==> config.mk <==
export PLATFORM = sky130hd
export DESIGN_NAME = rr_mux_arbiter
export DESIGN_NICKNAME = d
export VERILOG_FILES = /design/src/rtl/mux_arb_pkg.sv /design/src/rtl/mux.sv /design/src/rtl/rr_mux_arbiter.sv
export SDC_FILE = /design/constraint.sdc
export NUM_CORES = 1
export LEC_CHECK = 0
export ABC_CLOCK_PERIOD_IN_PS = 2200
export CAP_MARGIN = 20
export CORE_MARGIN = 2
export CORE_UTILIZATION = 38
export DETAILED_ROUTE_END_ITERATION = 8
export PLACE_DENSITY_LB_ADDON = 0.2
export RECOVER_POWER = 100
export SKIP_CTS_REPAIR_TIMING = 1
export SYNTH_ARGS = -nofsm -noshare
export SYNTH_HDL_FRONTEND = slang
export SYNTH_HIERARCHICAL = 1
export SYNTH_SLANG_ARGS = --single-unit
==> constraint.sdc <==
create_clock -name clk -period 2.2 [get_ports clk]
set_input_delay 0.44 -clock clk [delete_from_list [all_inputs] [get_ports clk]]
set_output_delay 0.44 -clock clk [all_outputs]
set_load 0.05 [all_outputs]
==> src/rtl/mux_arb_pkg.sv <==
// ============================================================================
// mux_arb_pkg : shared types and source encodings for the round-robin arbiter
// Revision    : 1.0
// ============================================================================
`default_nettype none

package mux_arb_pkg;

    typedef enum logic [1:0] {
        IDLE    = 2'd0,
        BURST_X = 2'd1,
        BURST_Y = 2'd2
    } arb_state_t;

    localparam logic SRC_X = 1'b1;
    localparam logic SRC_Y = 1'b0;

endpackage

`default_nettype wire

==> src/rtl/mux.sv <==
// ============================================================================
// mux      : n-bit 2:1 multiplexer, z = s ? a : b
// Revision : 1.0
// ============================================================================
`default_nettype none

module mux #(
    parameter int n = 4
) (
    input  logic [n-1:0] a_i,
    input  logic [n-1:0] b_i,
    input  logic         s_i,
    output logic [n-1:0] z_o
);

    assign z_o = s_i ? a_i : b_i;

endmodule

`default_nettype wire

==> src/rtl/rr_mux_arbiter.sv <==
// ============================================================================
// rr_mux_arbiter : packet-based two-source round-robin arbiter feeding one
//                  registered valid/ready output stream through a 2:1 mux
// Revision       : 1.0
// ============================================================================
`default_nettype none

module rr_mux_arbiter
    import mux_arb_pkg::*;
#(
    parameter int n = 4
) (
    input  logic         clk,
    input  logic         rst,
    input  logic         x_valid,
    input  logic [n-1:0] x_data,
    input  logic         x_last,
    output logic         x_ready,
    input  logic         y_valid,
    input  logic [n-1:0] y_data,
    input  logic         y_last,
    output logic         y_ready,
    output logic         z_valid,
    output logic [n-1:0] z_data,
    output logic         z_last,
    output logic         z_src,
    input  logic         z_ready,
    output logic         busy
);

    arb_state_t   state_q, state_d;
    logic         prio_q, prio_d;
    logic         z_valid_q;
    logic [n-1:0] z_data_q;
    logic         z_last_q;
    logic         z_src_q;

    logic         gnt_src;
    logic         gnt_vld;
    logic         load;
    logic         xfer;
    logic         win_last;
    logic [n-1:0] mux_z;

    // Grant: in IDLE a fresh round-robin decision, in a burst the owner is locked.
    always_comb begin
        gnt_src = SRC_Y;
        gnt_vld = 1'b0;
        case (state_q)
            IDLE: begin
                if (x_valid && (!y_valid || prio_q == SRC_X)) begin
                    gnt_src = SRC_X;
                    gnt_vld = 1'b1;
                end else if (y_valid) begin
                    gnt_src = SRC_Y;
                    gnt_vld = 1'b1;
                end
            end
            BURST_X: begin
                gnt_src = SRC_X;
                gnt_vld = x_valid;
            end
            BURST_Y: begin
                gnt_src = SRC_Y;
                gnt_vld = y_valid;
            end
            default: begin
                gnt_src = SRC_Y;
                gnt_vld = 1'b0;
            end
        endcase
    end

    assign load     = !z_valid_q || z_ready;
    assign xfer     = gnt_vld && load;
    assign x_ready  = xfer && (gnt_src == SRC_X);
    assign y_ready  = xfer && (gnt_src == SRC_Y);
    assign win_last = (gnt_src == SRC_X) ? x_last : y_last;

    mux #(
        .n (n)
    ) u_mux (
        .a_i (x_data),
        .b_i (y_data),
        .s_i (gnt_src),
        .z_o (mux_z)
    );

    always_comb begin
        state_d = state_q;
        prio_d  = prio_q;
        if (xfer) begin
            if (win_last) begin
                state_d = IDLE;
                prio_d  = ~gnt_src;
            end else begin
                state_d = (gnt_src == SRC_X) ? BURST_X : BURST_Y;
            end
        end
    end

    always_ff @(posedge clk or posedge rst) begin
        if (rst) begin
            state_q <= IDLE;
            prio_q  <= SRC_X;
        end else begin
            state_q <= state_d;
            prio_q  <= prio_d;
        end
    end

    // Output register: payload fields hold their value while the slot drains.
    always_ff @(posedge clk or posedge rst) begin
        if (rst) begin
            z_valid_q <= 1'b0;
            z_data_q  <= '0;
            z_last_q  <= 1'b0;
            z_src_q   <= SRC_Y;
        end else if (xfer) begin
            z_valid_q <= 1'b1;
            z_data_q  <= mux_z;
            z_last_q  <= win_last;
            z_src_q   <= gnt_src;
        end else if (z_ready) begin
            z_valid_q <= 1'b0;
        end
    end

    assign z_valid = z_valid_q;
    assign z_data  = z_data_q;
    assign z_last  = z_last_q;
    assign z_src   = z_src_q;
    assign busy    = (state_q != IDLE);

endmodule

`default_nettype wire
==> impl_results.md, run 1 <==
- Worst r2r src: prio_q$_DFFE_PP1P_
- Leak: 0.383 nW
- Seq/Total Area, Yosys: 0.484
- Crit path time final: 2.12 ns
- Fin cells: 99
- Switch Pwr: 614 uW
- Cell count after synthesis: 52
- Syn_nets: 67
- Critical Path RT: 1.76 ns
- Critical-path cell list: or2_2 > clkdlybuf4s50_1
- CTS root buffer: clkbuf_4
- ANT nets after route: 0
- Total CTS buffers: 3
- Core Footprint: 1280 um^2
- MaxCap Viol Count: 0
- CP endpoint kind: output pin
- Hold Path Stages: 2
- GR Util All Layers: 0.171
- Chip height: 41.0 um
- Relative slew margins: 0.658
- Worst reg2reg endpoint: z_data[2]$_DFFE_PP0P_
- # setup viols final: 0
- Synthesis warning total: 6
- Worst-skew pair later-pin latency: 0.26 ns
- WS Path Type: reg2out
- Placed cell areas: 812 um^2
- Max VDD drop: 0.900 mV
- Layout Skew: 0.00276 ns
- CTS tree: built
- Placed Cells incl. Taps: 95
- Power share of the clock group: 0.130
- Nets: 100
- Share of layout cells above drive strength 1: 0.226
- CP Launch Type: register
- Routed wire length: 1.12 mm
- Setup_tns: 0 ns
- Sw frac: 0.484
- Fmax: 473 MHz
- H-tree depth: 1
- Largest net degree at the start of global routing: 11
- Vias in the first global route: 405
- Row cnt: 13
- Synth Register Bits: 10
- # IOs: 25
- R2R depth: 6
- Initial antenna violation count: 0
- Mapped Area: 519 um^2
- Hold Path Class: reg2reg
- Worst Path Buf+Inv: 1
- Routability cong.: 0.761
- Internal power: 655 uW
- Pwr Density: 1540 nW/um^2
- Slew @ Worst Pin: 0.511 ns
- Iter 0 DRT Violations: 4
- I/O Buffers: 24
- Grt ovf: 0
- Arr. time, crit path: 1.68 ns
- Initial Utilization: 0.404
- DRC: 0
- Final Hold Vio Count: 0
- RSZ-0062 raised after global routing: false
- Slew Limit Fails: 0
- Via density: 4.85
- DR pass1 iterations: 4
- Syn avg cell area: 9.99 um^2
- Routed wire per std cell: 11.3 um
- Via count: 480
- Die area: 1680 um^2
- Synth cell types: 21
- First-pass GRT wire length: 1.76 mm
- Die span in x: 41.0 um
- Total Power: 1.27 mW
- Synthesis-to-layout area growth: 58.8%
- Setup slack, reg-to-reg: 0.36 ns
- Crit-path slowest cell: clkdlybuf4s50_1
- Diodes inserted: 0
- Tcrit/Tclk final: 0.962
- Hold path startpoint: z_data[3]$_DFFE_PP0P_
- Crit Path Max Fanout: 4
- Filler cells: 108
- Sequential Power Share: 0.257
- Logic pwr share: 0.613
- Clock sink count: 10
- Hold Crit Endpoint: z_data[3]$_DFFE_PP0P_
- CP delay by family, top: buffers and inverters
- Post-DP HPWL: 890 um
- Worst-path clk slew: 0.07 ns
- Largest stage delay on the critical path: 0.70 ns
- Fin area: 825 um^2
- Worst-case clock buffer depth: 2
- Status: completed
## cell usage after synthesis
cell        n  share of area
a21boi_2    1          0.022
o221a_1     1          0.022
inv_1       2          0.014
o2bb2ai_1   1          0.017
a211oi_2    1          0.024
dfrtp_1     9           0.43
nand2_2     1          0.012
or3_1       1          0.012
or2_2       1          0.012
o21ai_1     1         0.0096
buf_6       1          0.022
a21oi_1     1         0.0096
nand2_1    17           0.12
nand2b_1    1          0.012
dfstp_2     1          0.051
mux2_2      4          0.087
nand3_1     1         0.0096
nor2_1      3          0.022
a21bo_1     1          0.019
o31ai_1     1          0.014
nand2b_4    2          0.053
## metrics by stage
step                      hold WS (ns)  utilization  setup slack, ns
final                            0.472        0.642           0.0845
after floorplan                  0.279            -           0.0565
after CTS                        0.458        0.660           0.0757
after detailed placement         0.463        0.632           0.0842
after global routing             0.492        0.642           0.0206
after global placement           0.457        0.632            0.104
## placed cells by master, fill, tap and decap left out
cell	n
a211oi_2	1
a21bo_1	1
a21boi_2	1
a21oi_1	1
buf_4	3
clkbuf_1	3
clkbuf_4	4
clkbuf_8	1
clkdlybuf4s50_1	14
dfrtp_1	9
dfstp_2	1
dlygate4sd3_1	8
inv_1	2
mux2_2	4
nand2_1	17
nand2_2	1
nand2b_1	1
nand2b_4	2
nand3_1	1
nor2_1	3
o21ai_0	1
o221a_1	1
o2bb2ai_1	1
o31ai_1	1
or2_2	1
or3_1	1
## worst register-to-register path: cells and delay by family, from the launching register on
family / cells / cell delay [ns]
compound gates: 1 / 0.38
mux: 1 / 0.37
buf+inv: 1 / 0.29
simple gates: 3 / 0.16
flops: 1 / 0.54
## area by class of cell
| cell class | instances | area, um^2 | area share |
|---|---|---|---|
| multi-input combinational | 39 | 249 | 0.302 |
| timing repair buffer | 29 | 262 | 0.317 |
| sequential | 10 | 251 | 0.305 |
| inverter | 2 | 7.51 | 0.00910 |
| clock buffer | 4 | 36.3 | 0.0440 |
| tap | 15 | 18.8 | 0.0228 |
## routing by layer
layer  up-vias  track usage  part of all wire
met1       220        0.219              0.43
li1        242            -                 -
met2        16        0.246              0.51
met4         0        0.100            0.0054
met5         -            0                 0
met3         2       0.0598             0.059
## power groups by stage
stage / clock network (mW) / registers (mW) / logic, mW
after floorplan: 0 / 0.530 / 0.353
after global placement: 0 / 0.331 / 0.837
after detailed placement: 0 / 0.332 / 0.846
after CTS: 0.170 / 0.329 / 0.849
after global routing: 0.181 / 0.335 / 0.826
final: 0.165 / 0.326 / 0.777
## flip-flops by register name, summed over array words and instances, names as in the netlist
| register | cells |
|---|---|
| z_src | 1 |
| z_data | 4 |
| z_last | 1 |
| prio_q | 1 |
| z_valid | 1 |
| state_q | 2 |
## worst max path at each step
stage                           start               endpoint  slack [ns]  depth (start not counted)
2_1_floorplan     z_valid$_DFFE_PP0P_                y_ready        0.06                          4
3_3_place_gp                  x_valid                x_ready        0.10                          6
3_5_place_dp                  x_valid  z_data[2]$_DFFE_PP0P_        0.08                          7
4_1_cts        state_q[1]$_DFFE_PP0P_                   busy        0.08                          2
5_1_grt                       x_valid                x_ready        0.02                          6
6_report       state_q[1]$_DFFE_PP0P_                   busy        0.08                          2
## cells by family (layout without fill, tap and decap cells)
group	count (synthesis)	count (layout)	synth area share
buffers and inverters	3	35	0.0361
flip-flops	10	10	0.484
AND/OR/NAND/NOR	27	27	0.255
multiplexers	4	4	0.0867
AO/OA/AOI/OAI	8	8	0.137
Power figures use the tool's default switching activity.
==> inputs of run 2 (changes only) <==
--- a/config.mk
+++ b/config.mk
@@ -7,9 +7,10 @@
 export LEC_CHECK = 0
 export ABC_CLOCK_PERIOD_IN_PS = 2200
 export CAP_MARGIN = 20
-export CORE_MARGIN = 2
-export CORE_UTILIZATION = 38
+export CORE_AREA = 2 2 39 41
 export DETAILED_ROUTE_END_ITERATION = 8
+export DIE_AREA = 0 0 41 43
+export DONT_BUFFER_PORTS = 1
 export PLACE_DENSITY_LB_ADDON = 0.2
 export RECOVER_POWER = 100
 export SKIP_CTS_REPAIR_TIMING = 1
==> impl_results.md, run 2 (synthesized netlist as in run 1, its figures left out) <==
- Status: completed (unchanged)
- Clock sink count: 10 (unchanged)
- Leak: 0.293 nW (was 0.383 nW)
- Layout Skew: 0.00226 ns (was 0.00276 ns)
- Worst-path clk slew: 0.07 ns (about the same)
- Routed wire length: 1.08 mm (was 1.12 mm)
- Commonest non-fill, non-tap cell in the layout: nand2_1 (unchanged)
- Power share of the clock group: 0.142 (was 0.130)
- Largest stage delay on the critical path: 0.55 ns (was 0.70 ns)
- CTS tree: built (unchanged)
- Chip height: 43 um (was 41.0 um)
- Tcrit/Tclk final: 0.953 (was 0.962)
- Critical Path RT: 1.76 ns (about the same)
- Fmax: 477 MHz (was 473 MHz)
- Via density: 5.03 (was 4.85)
- Post-DP HPWL: 775 um (was 890 um)
- Sw frac: 0.519 (was 0.484)
- CP delay by family, top: flip-flops (was buffers and inverters)
- H-tree depth: 1 (unchanged)
- # IOs: 25 (unchanged)
- Placed cell areas: 578 um^2 (was 812 um^2)
- Routability cong.: 0.730 (was 0.761)
- WHS: 0.0442 ns (was 0.472 ns)
- Core Footprint: 1380 um^2 (was 1280 um^2)
- MaxCap Viol Count: 0 (unchanged)
- Sequential Area: 251 um^2 (unchanged)
- Crit-path slowest cell: dfstp_2 (was clkdlybuf4s50_1)
- Worst Path Buf+Inv: 2 (was 1)
- Routed wire per std cell: 14.2 um (was 11.3 um)
- Die span in x: 41 um (was 41.0 um)
- Slew Limit Fails: 0 (unchanged)
- Diodes inserted: 0 (unchanged)
- GR Util All Layers: 0.139 (was 0.171)
- Setup_tns: 0 ns (unchanged)
- Initial Utilization: 0.375 (was 0.404)
- Flip-flop count of the largest register after layout: 4 (unchanged)
- Logic pwr share: 0.400 (was 0.613)
- Met2 WL post-DR: 547 um (was 564 um)
- Final Hold Vio Count: 0 (unchanged)
- Highest routed layer: met4 (unchanged)
- Vias in the first global route: 374 (was 405)
- Grt ovf: 0 (unchanged)
- Synthesis-to-layout area growth: 16.9% (was 58.8%)
- CP endpoint kind: output pin (unchanged)
- Initial antenna violation count: 0 (unchanged)
- Row cnt: 14 (was 13)
- Share of layout cells above drive strength 1: 0.283 (was 0.226)
- Switch Pwr: 599 uW (was 614 uW)
- Max VDD drop: 0.672 mV (was 0.900 mV)
- Arr. time, crit path: 1.66 ns (was 1.68 ns)
- ANT nets after route: 0 (unchanged)
- Largest net degree at the start of global routing: 11 (unchanged)
- Die area: 1760 um^2 (was 1680 um^2)
- Relative slew margins: 0.604 (was 0.658)
- Hold Path Class: in2async (was reg2reg)
- Most frequent cells in the layout: 17 x nand2_1, 9 x dfrtp_1, 4 x mux2_2 (was 17 x nand2_1, 14 x clkdlybuf4s50_1, 9 x dfrtp_1)
- Critical-path cell list: nor2_1 > a211oi_4 > buf_4 > nor2_1 > buf_4 (was or2_2 > clkdlybuf4s50_1)
- DR pass1 iterations: 2 (was 4)
- DRC: 0 (unchanged)
- Pwr Density: 1900 nW/um^2 (was 1540 nW/um^2)
- Crit Path Max Fanout: 5 (was 4)
- Slew @ Worst Pin: 0.596 ns (was 0.511 ns)
- Worst-case clock buffer depth: 2 (unchanged)
- Sequential Power Share: 0.458 (was 0.257)
- Crit path time final: 2.10 ns (was 2.12 ns)
- Filler cells: 142 (was 108)
- Iter 0 DRT Violations: 1 (was 4)
- Via count: 382 (was 480)
- DR WL met3: 72 um (was 66 um)
- I/O Buffers: 0 (was 24)
- Final core utilization: 0.439 (was 0.642)
- RSZ-0062 raised after global routing: false (unchanged)
- Footprint of the multi-input gates: 245 um^2 (was 249 um^2)
- WS Path Type: reg2out (unchanged)
- Nets: 76 (was 100)
- Total CTS buffers: 3 (unchanged)
- CP Launch Type: register (unchanged)
- Internal power: 555 uW (was 655 uW)
- Post-Route M1 WL: 439 um (was 478 um)
- CTS root buffer: clkbuf_4 (unchanged)
- Fin area: 607 um^2 (was 825 um^2)
- First-pass GRT wire length: 1.58 mm (was 1.76 mm)
- Worst-skew pair later-pin latency: 0.26 ns (about the same)
- # setup viols final: 0 (unchanged)
[run 2: final timing paths]
kind                                          from                endpoint  slack, ns  cells past startpoint
worst max-delay path            prio_q$_DFFE_PP1P_                 y_ready       0.10                      5
worst min-delay path                           rst  state_q[1]$_DFFE_PP0P_       0.04                      1
worst max register to register  prio_q$_DFFE_PP1P_   z_data[1]$_DFFE_PP0P_       0.51                      6
worst min register to register  prio_q$_DFFE_PP1P_      prio_q$_DFFE_PP1P_       0.50                      1
max in group asynchronous                      rst      prio_q$_DFFE_PP1P_       1.84                      1
min in group clk                            y_last  state_q[1]$_DFFE_PP0P_       0.27                      1
[run 2: area by class of cell]
class                   instances  area share
repair buffers                  5      0.0763
multi-input cells              39       0.404
well taps                      16      0.0330
clock buffers                   4      0.0598
flip-flops and latches         10       0.414
inverters                       2      0.0124
[run 2: power groups by stage]
stage                     logic (mW)  clock network [mW]  registers [mW]
after floorplan                0.353                   0           0.530
after global placement         0.464                   0           0.531
after detailed placement       0.470                   0           0.530
after CTS                      0.471               0.167           0.528
after global routing           0.503               0.178           0.538
final                          0.462               0.164           0.529
[run 2: layer usage]
metal / GRT usage / vias to the layer above
li1: - / 187
met1: 0.183 / 175
met3: 0.0366 / 4
met4: 0.0800 / 0
met5: 0 / -
met2: 0.197 / 16
[run 2: metrics by stage]
step	power [mW]	instances	setup slack [ns]
2_1_floorplan	0.883	52	0.0565
3_3_place_gp	0.995	72	0.363
3_5_place_dp	1.00	72	0.332
4_1_cts	1.17	76	0.0374
5_1_grt	1.22	76	0.0145
6_report	1.15	76	0.104
==> inputs of run 3 (changes only) <==
--- a/config.mk
+++ b/config.mk
@@ -8,6 +8,7 @@
 export ABC_CLOCK_PERIOD_IN_PS = 2200
 export CAP_MARGIN = 20
 export CORE_AREA = 2 2 39 41
+export CTS_CLUSTER_DIAMETER = 120
 export DETAILED_ROUTE_END_ITERATION = 8
 export DIE_AREA = 0 0 41 43
 export DONT_BUFFER_PORTS = 1
==> results of run 3 <==
Same layout as run 2: the final DEF is identical, and so are final timing and power.
